File: src/rtl/udp_depkt_pkg.sv
// Shared types and header constants for the UDP sample depacketizer.
// Holds the parser state enum, protocol constants and the byte offsets
// of the checked header fields inside the 42-byte Ethernet/IPv4/UDP header.
package udp_depkt_pkg;

    typedef enum logic [1:0] {
        IDLE    = 2'd0,
        HEADER  = 2'd1,
        PAYLOAD = 2'd2,
        DROP    = 2'd3
    } depkt_state_t;

    localparam int unsigned HDR_LEN   = 42;
    localparam int unsigned HDR_IDX_W = 6;

    localparam logic [15:0] ETHERTYPE_IPV4 = 16'h0800;
    localparam logic [7:0]  IPV4_VER_IHL   = 8'h45;
    localparam logic [7:0]  IP_PROTO_UDP   = 8'h11;
    localparam logic [15:0] UDP_HDR_LEN    = 16'd8;

    localparam int unsigned OFF_DMAC    = 0;
    localparam int unsigned OFF_ETYPE   = 12;
    localparam int unsigned OFF_VER_IHL = 14;
    localparam int unsigned OFF_PROTO   = 23;
    localparam int unsigned OFF_DIP     = 30;
    localparam int unsigned OFF_DPORT   = 36;
    localparam int unsigned OFF_ULEN    = 38;

endpackage

File: src/rtl/udp_depkt_packer.sv
// Byte-to-word packer with a single output register.
// Ports: byte_data/byte_valid/byte_write/word_last come from the parser,
// byte_ready_c is the combinational accept back to the byte source,
// sof_arm marks the next emitted word as start-of-packet,
// sample_* is the registered valid/ready word output.
module udp_depkt_packer
#(
    parameter int unsigned DATA_WIDTH = 96
) (
    input  logic                  clk,
    input  logic                  reset,
    input  logic                  sof_arm,
    input  logic [7:0]            byte_data,
    input  logic                  byte_valid,
    input  logic                  byte_write,
    input  logic                  word_last,
    output logic                  byte_ready_c,
    output logic [DATA_WIDTH-1:0] sample_data,
    output logic                  sample_valid,
    input  logic                  sample_ready,
    output logic                  sample_sof,
    output logic                  sample_last
);

    localparam int unsigned BPW   = DATA_WIDTH / 8;
    localparam int unsigned IDX_W = (BPW > 1) ? $clog2(BPW) : 1;

    logic [IDX_W-1:0]      byte_idx;
    logic [DATA_WIDTH-1:0] acc;
    logic [DATA_WIDTH-1:0] acc_c;
    logic                  sof_pending;
    logic                  word_end_c;
    logic                  stall_c;
    logic                  fire_c;
    logic                  push_c;

    // A word closes on a full lane set or on the final/truncating byte.
    assign word_end_c   = word_last || (byte_idx == IDX_W'(BPW - 1));
    // Only a word-closing byte must wait for the output register to free up.
    assign stall_c      = byte_write && word_end_c && sample_valid && !sample_ready;
    assign byte_ready_c = !stall_c;
    assign fire_c       = byte_write && byte_valid && !stall_c;
    assign push_c       = fire_c && word_end_c;

    // Accumulator with the current byte merged into its lane.
    always_comb begin : lane_merge
        acc_c = acc;
        for (int unsigned i = 0; i < BPW; i++) begin
            if (byte_idx == IDX_W'(i)) begin
                acc_c[8*i +: 8] = byte_data;
            end
        end
    end

    // Accumulator, lane index, sof tracking and output register.
    always_ff @(posedge clk) begin
        if (reset) begin
            acc          <= '0;
            byte_idx     <= '0;
            sof_pending  <= 1'b0;
            sample_data  <= '0;
            sample_valid <= 1'b0;
            sample_sof   <= 1'b0;
            sample_last  <= 1'b0;
        end else begin
            if (fire_c) begin
                if (push_c) begin
                    acc      <= '0;
                    byte_idx <= '0;
                end else begin
                    acc      <= acc_c;
                    byte_idx <= byte_idx + IDX_W'(1);
                end
            end

            if (sof_arm) begin
                sof_pending <= 1'b1;
            end else if (push_c) begin
                sof_pending <= 1'b0;
            end

            if (push_c) begin
                sample_valid <= 1'b1;
                sample_data  <= acc_c;
                sample_sof   <= sof_pending;
                sample_last  <= word_last;
            end else if (sample_ready) begin
                sample_valid <= 1'b0;
            end
        end
    end

endmodule

File: src/rtl/udp_sample_depacketizer.sv
// UDP sample depacketizer: parses Ethernet/IPv4/UDP headers against the
// local MAC/IP/port, strips the 42-byte header and packs the UDP payload
// into DATA_WIDTH-bit words.
// Ports: eth_rx_* byte stream in (valid/ready/last), sample_* word stream
// out (valid/ready, sof/last), packets_received/packets_dropped/
// bytes_received statistics.
// Build option: define UDP_DEPKT_STATS_EN to implement the statistics
// counters; otherwise they read as zero.
module udp_sample_depacketizer
    import udp_depkt_pkg::*;
#(
    parameter int unsigned DATA_WIDTH = 96,
    parameter logic [47:0] LOCAL_MAC  = 48'hAABBCCDDEEFF,
    parameter logic [31:0] LOCAL_IP   = 32'hC0A80101,
    parameter logic [15:0] LOCAL_PORT = 16'h1234
) (
    input  logic                  clk,
    input  logic                  reset,
    input  logic [7:0]            eth_rx_data,
    input  logic                  eth_rx_valid,
    input  logic                  eth_rx_last,
    output logic                  eth_rx_ready,
    output logic [DATA_WIDTH-1:0] sample_data,
    output logic                  sample_valid,
    input  logic                  sample_ready,
    output logic                  sample_sof,
    output logic                  sample_last,
    output logic [31:0]           packets_received,
    output logic [31:0]           packets_dropped,
    output logic [31:0]           bytes_received
);

    localparam logic [HDR_IDX_W-1:0] LAST_HDR_IDX = HDR_IDX_W'(HDR_LEN - 1);

    depkt_state_t         state;
    depkt_state_t         state_next;
    logic [HDR_IDX_W-1:0] hdr_idx;
    logic [HDR_IDX_W-1:0] cur_idx_c;
    logic [15:0]          udp_len;
    logic [15:0]          remain;
    logic                 accept_c;
    logic                 hdr_ok_c;
    logic                 byte_write_c;
    logic                 byte_fire_c;
    logic                 word_last_c;
    logic                 pkt_ok_c;
    logic                 pkt_drop_c;
    logic                 sof_arm_c;
    logic                 load_remain_c;

    assign accept_c     = eth_rx_valid && eth_rx_ready;
    // The byte accepted in IDLE is header byte 0.
    assign cur_idx_c    = (state == IDLE) ? '0 : hdr_idx;
    assign byte_write_c = (state == PAYLOAD) && (remain != 16'd0);
    assign byte_fire_c  = accept_c && byte_write_c;
    // Last payload byte, or a truncating last byte, closes the word as final.
    assign word_last_c  = (remain == 16'd1) || eth_rx_last;

    // Per-byte header field compare.
    always_comb begin : hdr_compare
        hdr_ok_c = 1'b1;
        for (int unsigned i = 0; i < 6; i++) begin
            if (cur_idx_c == HDR_IDX_W'(OFF_DMAC + i) && eth_rx_data != LOCAL_MAC[8*(5-i) +: 8])
                hdr_ok_c = 1'b0;
        end
        for (int unsigned i = 0; i < 4; i++) begin
            if (cur_idx_c == HDR_IDX_W'(OFF_DIP + i) && eth_rx_data != LOCAL_IP[8*(3-i) +: 8])
                hdr_ok_c = 1'b0;
        end
        for (int unsigned i = 0; i < 2; i++) begin
            if (cur_idx_c == HDR_IDX_W'(OFF_DPORT + i) && eth_rx_data != LOCAL_PORT[8*(1-i) +: 8])
                hdr_ok_c = 1'b0;
            if (cur_idx_c == HDR_IDX_W'(OFF_ETYPE + i) && eth_rx_data != ETHERTYPE_IPV4[8*(1-i) +: 8])
                hdr_ok_c = 1'b0;
        end
        if (cur_idx_c == HDR_IDX_W'(OFF_VER_IHL) && eth_rx_data != IPV4_VER_IHL)
            hdr_ok_c = 1'b0;
        if (cur_idx_c == HDR_IDX_W'(OFF_PROTO) && eth_rx_data != IP_PROTO_UDP)
            hdr_ok_c = 1'b0;
        if (cur_idx_c == HDR_IDX_W'(OFF_ULEN + 1) && {udp_len[15:8], eth_rx_data} < UDP_HDR_LEN)
            hdr_ok_c = 1'b0;
    end

    // State register.
    always_ff @(posedge clk) begin
        if (reset) state <= IDLE;
        else       state <= state_next;
    end

    // Next-state logic.
    always_comb begin : next_state
        state_next = state;
        case (state)
            IDLE, HEADER: begin
                if (accept_c) begin
                    if (!hdr_ok_c)                   state_next = eth_rx_last ? IDLE : DROP;
                    else if (eth_rx_last)            state_next = IDLE;
                    else if (cur_idx_c == LAST_HDR_IDX) state_next = PAYLOAD;
                    else                             state_next = HEADER;
                end
            end
            PAYLOAD, DROP: begin
                if (accept_c && eth_rx_last) state_next = IDLE;
            end
            default: state_next = IDLE;
        endcase
    end

    // Per-state control strobes.
    always_comb begin : ctrl_out
        pkt_ok_c      = 1'b0;
        pkt_drop_c    = 1'b0;
        sof_arm_c     = 1'b0;
        load_remain_c = 1'b0;
        case (state)
            IDLE, HEADER: begin
                if (accept_c) begin
                    if (eth_rx_last) begin
                        // Only a clean byte 41 with an empty payload completes here.
                        if (hdr_ok_c && cur_idx_c == LAST_HDR_IDX && udp_len == UDP_HDR_LEN)
                            pkt_ok_c = 1'b1;
                        else
                            pkt_drop_c = 1'b1;
                    end else if (hdr_ok_c && cur_idx_c == LAST_HDR_IDX) begin
                        sof_arm_c     = 1'b1;
                        load_remain_c = 1'b1;
                    end
                end
            end
            PAYLOAD: begin
                if (accept_c && eth_rx_last) begin
                    if (remain <= 16'd1) pkt_ok_c   = 1'b1;
                    else                 pkt_drop_c = 1'b1;
                end
            end
            DROP: begin
                if (accept_c && eth_rx_last) pkt_drop_c = 1'b1;
            end
            default: ;
        endcase
    end

    // Header index, UDP length latch and payload byte budget.
    always_ff @(posedge clk) begin
        if (reset) begin
            hdr_idx <= '0;
            udp_len <= '0;
            remain  <= '0;
        end else begin
            if (accept_c) begin
                if (state_next == HEADER) hdr_idx <= cur_idx_c + HDR_IDX_W'(1);
                else                      hdr_idx <= '0;
                if (state == HEADER && cur_idx_c == HDR_IDX_W'(OFF_ULEN))
                    udp_len[15:8] <= eth_rx_data;
                if (state == HEADER && cur_idx_c == HDR_IDX_W'(OFF_ULEN + 1))
                    udp_len[7:0] <= eth_rx_data;
            end
            if (load_remain_c)    remain <= udp_len - UDP_HDR_LEN;
            else if (byte_fire_c) remain <= remain - 16'd1;
        end
    end

    udp_depkt_packer #(
        .DATA_WIDTH (DATA_WIDTH)
    ) u_packer (
        .clk          (clk),
        .reset        (reset),
        .sof_arm      (sof_arm_c),
        .byte_data    (eth_rx_data),
        .byte_valid   (eth_rx_valid),
        .byte_write   (byte_write_c),
        .word_last    (word_last_c),
        .byte_ready_c (eth_rx_ready),
        .sample_data  (sample_data),
        .sample_valid (sample_valid),
        .sample_ready (sample_ready),
        .sample_sof   (sample_sof),
        .sample_last  (sample_last)
    );

`ifdef UDP_DEPKT_STATS_EN
    logic [31:0] rx_cnt;
    logic [31:0] drop_cnt;
    logic [31:0] byte_cnt;

    // Statistics counters, wrapping modulo 2^32.
    always_ff @(posedge clk) begin
        if (reset) begin
            rx_cnt   <= '0;
            drop_cnt <= '0;
            byte_cnt <= '0;
        end else begin
            if (pkt_ok_c)    rx_cnt   <= rx_cnt + 32'd1;
            if (pkt_drop_c)  drop_cnt <= drop_cnt + 32'd1;
            if (byte_fire_c) byte_cnt <= byte_cnt + 32'd1;
        end
    end

    assign packets_received = rx_cnt;
    assign packets_dropped  = drop_cnt;
    assign bytes_received   = byte_cnt;
`else
    logic unused_stats;
    assign unused_stats     = ^{pkt_ok_c, pkt_drop_c};
    assign packets_received = 32'd0;
    assign packets_dropped  = 32'd0;
    assign bytes_received   = 32'd0;
`endif

endmodule

File: config.mk
export PLATFORM = sky130hd
export DESIGN_NAME = udp_sample_depacketizer
export DESIGN_NICKNAME = d
export VERILOG_FILES = /design/src/rtl/udp_depkt_pkg.sv /design/src/rtl/udp_depkt_packer.sv /design/src/rtl/udp_sample_depacketizer.sv
export SDC_FILE = /design/constraint.sdc
export NUM_CORES = 1
export LEC_CHECK = 0
export CAP_MARGIN = 5
export CORE_ASPECT_RATIO = 0.7
export CORE_MARGIN = 2
export CORE_UTILIZATION = 57
export DETAILED_ROUTE_END_ITERATION = 8
export PLACE_DENSITY = 0.82
export SYNTH_ARGS = -nofsm -noshare
export SYNTH_HDL_FRONTEND = slang
export SYNTH_HIERARCHICAL = 1
export SYNTH_SLANG_ARGS = --single-unit
File: constraint.sdc
create_clock -name clk -period 8.6 [get_ports clk]
set_input_delay 1.72 -clock clk [delete_from_list [all_inputs] [get_ports clk]]
set_output_delay 1.72 -clock clk [all_outputs]
set_load 0.02 [all_outputs]
==> flow_summary.yaml <==
yosys:
  synth_top_family_by_area: "simple AND/OR/NAND/NOR gates"
  yosysSeqAreaShare_pct: 40.7
  synth.top_cell.area_share_pct: 40.7
  synth_seq_cells: 240
  synth_cells: 1373
  synthTopCellsByArea: "dfxtp_1 41%, mux2i_1 7.3%, buf_4 6.7%"
  synthSimpleGateAreaFrac_pct: 21.0
  ys_top_cells_by_count: "240 x dfxtp_1, 184 x nor2_1, 126 x nand2_1, 106 x buf_4, 98 x nand3_1"
  synth_most_common_cell: "dfxtp_1"
  synth_compound_area_share_pct: 17.3
  yosys.area_share.adder_pct: 0.743
  synth_edf_count: 0
  synth_xor_area_share_pct: 1.41
  netlist_area_um2: 11800
  ys_warn_count: 6
  syn_avg_cell_area_um2: 8.59
  synthMuxAreaShare_pct: 7.30
  async_reset_ff_share_pct: 0
  ys_types: 76
  synth_largest_area_cell: "dfxtp_1"
  ys.flop_type: "dfxtp_1"
die:
  design.core.area_um2: 20100
  io_pins: 209
  rows: 43
  die_h_um: 124
  initial_core_util_pct: 58.8
  die_area_um2: 21900
  die_x_um: 176
clocking:
  post-cts-setup-buffers: 0
  cts.hold.buffers_added: 0
  cts_resized: 0
  cts_inserted_buffers: 24
  clock-sinks: 240
  cts_root_buffer: "clkbuf_16"
  cts_tree: "done"
  clkTransAtPathRegs_ns: 0.06
  clock_latency_ns: 0.52
  clk_path_buf_depth: 3
  htreeDepth: 1
hold_path:
  hp-class: "flip-flop to flip-flop"
  hold_end: "u_packer/acc[68]"
  hold_depth: 2
  hp-start: "u_packer/acc[68]"
power:
  pwr_density_cell_nw_per_um2: 260
  swShare_pct: 35.5
  vdd_ir_drop_max_uv: 129
  p_sw_w: 0.00122
  clockPowerShare_pct: 29.1
  seq_power_share_pct: 39.5
  combPwrFrac_pct: 31.3
  p_leak_nw: 4.55
  p_int_w: 0.00222
sta:
  finalCriticalPeriod_ns: 5.37
  rsz0062_at_grt: "no"
  tightest_slew_ns: 1.10
  clock_skew_ns: 0.0143
  fin_crit_sh_pct: 62.4
  drv_slew: 0
  slew_headroom_pct: 26.6
  final-setup-viol-count: 0
  fin_setup_tns_ns: 0
  hold_viol_final: 0
  fmax_mhz: 186
global_routing:
  grt_max_degree: 196
  grtUsageTotal_pct: 27.7
  antenna_found_initial: 0
  grt_pass1_wl_um: 49800
  gr-total-overflow: 0
  grt_pass1_vias: 9110
placement:
  gp_congestion: 0.891
  dp.cells: 1649
  portBuffers: 112
  hpwl_um: 19900
layout:
  final_cells: 1692
  nets: 1425
  diodes: 0
  area_growth_pct: 12.2
  fin_util_pct: 66.0
  layout-drive-gt1-share_pct: 6.40
worst_setup_path:
  critPathBufInv: 2
  cpMaxStageDelayCell: "clkdlybuf4s50_1"
  max_stage_delay_ns: 0.68
  path_class: "primary input to output port"
  cpMostUsedCell: "clkdlybuf4s50_1"
  r2r-end: "remain[12]"
  worstPathMaxFanout: 9
  r2r_setup_slack_ns: 4.51
  cp_data_arrival_time_ns: 3.65
  cp-start-kind: "primary input"
  crit_path_end_kind: "output port"
  r2r_cells: 10
  rr_startpoint: "u_packer/byte_idx[1]"
  cp_cell_sequence: "clkdlybuf4s50_1, a41o_1, o211ai_1, clkdlybuf4s50_1"
  cp.required_ns: 6.88
  cpLargestDelayFamily: "buffers and inverters"
run:
  maxCapViolations: 0
routing:
  drc: 0
  drt_wl_total_um: 31500
  drtPass1Iterations: 5
  wl_per_cell_um: 18.6
  drt_iter0_drc: 1305
  drt.antenna.violating_nets: 0
  vias_per_cell: 6.08
  vias: 10289
status:
  status: "completed"
-- registers in the layout, indices dropped and copies added, names as in the netlist --
| name | cells |
|---|---|
| u_packer/acc | 96 |
| u_packer/byte_idx | 4 |
| u_packer/sample_last | 1 |
| state | 2 |
| u_packer/sample_valid | 1 |
| u_packer/sample_sof | 1 |
| udp_len | 16 |
| remain | 16 |
| hdr_idx | 6 |
| u_packer/sample_data | 96 |
| u_packer/sof_pending | 1 |
-- cell families (layout without fill, tap and decap cells) --
group / after synthesis / count (layout)
other cells: 1 / 96
mux: 86 / 86
fa+ha+maj: 7 / 7
compound gates: 271 / 271
xor+xnor: 19 / 19
simple gates: 515 / 515
flops: 240 / 240
buf+inv: 234 / 188
-- layout by cell type (no fill, tap or decap), drive strengths merged, types with 4 or more instances in the layout --
cell	instances
and3b	5
nand2	126
nand4	10
or3	4
o211ai	14
inv	15
xnor2	9
or2	4
nor3	18
clkinv	6
clkdlybuf4s50	111
a22oi	4
nor2b	5
mux2i	86
conb	96
nand3	100
o22ai	4
ha	7
nand3b	5
o2111ai	22
nor2	186
clkbuf	36
or4	4
xor2	10
buf	18
a311oi	69
nor4b	4
a211oi	45
and3	14
nand2b	7
dfxtp	240
o21ai	41
a21oi	37
nor4	10
o32ai	13
-- layer usage --
metal | vias to the layer above | track usage [%] | routed length (um)
li1 | 4814 | - | -
met3 | 43 | 5.22 | 3030
met2 | 541 | 39.3 | 13400
met5 | - | 0 | 0
met4 | 0 | 6.13 | 489
met1 | 4891 | 43.2 | 14600
-- power by group through the flow --
stage / clock network [W] / logic (W) / registers [W]
global route: 0.00106 / 0.00116 / 0.00138
floorplan: 0 / 0.000636 / 0.00148
CTS: 0.00101 / 0.00107 / 0.00136
global placement: 0 / 0.00104 / 0.00138
detailed placement: 0 / 0.00106 / 0.00138
finish: 0.00100 / 0.00108 / 0.00136
-- stage by stage --
step | cell area (um^2) | hold WS (ns) | setup WS (ns) | power [W]
global route | 13200 | 0.481 | 3.16 | 0.00360
floorplan | 12100 | 0.432 | 4.31 | 0.00212
CTS | 13200 | 0.466 | 3.26 | 0.00344
detailed placement | 12500 | 0.457 | 3.25 | 0.00244
finish | 13200 | 0.465 | 3.23 | 0.00345
global placement | 12500 | 0.445 | 3.33 | 0.00243
-- worst max-delay path by stage --
stage | start | slack [ns] | depth (start not counted) | endpoint
3_5_place_dp | eth_rx_last | 3.25 | 4 | eth_rx_ready
3_3_place_gp | eth_rx_last | 3.33 | 4 | eth_rx_ready
5_1_grt | eth_rx_last | 3.16 | 4 | eth_rx_ready
6_report | eth_rx_last | 3.23 | 4 | eth_rx_ready
2_1_floorplan | eth_rx_last | 4.31 | 3 | eth_rx_ready
4_1_cts | eth_rx_last | 3.26 | 4 | eth_rx_ready
-- tightest hold or removal path: cells and delay by family, from the launching register on --
family,cells,cell delay (ns)
DFF,1,0.31
and+or+nand+nor,1,0.06
AOI/OAI and AO/OA,1,0.05
-- cell type report --
type / count / area, um^2
Sequential cell: 240 / 4800
Multi-Input combinational cell: 994 / 6020
Tap cell: 270 / 338
Clock buffer: 36 / 707
Clock inverter: 7 / 43.8
Timing Repair Buffer: 129 / 1260
Inverter: 16 / 61.3
Fill cell: 1636 / 6830
Note: power is estimated with default switching activity, not from simulation.
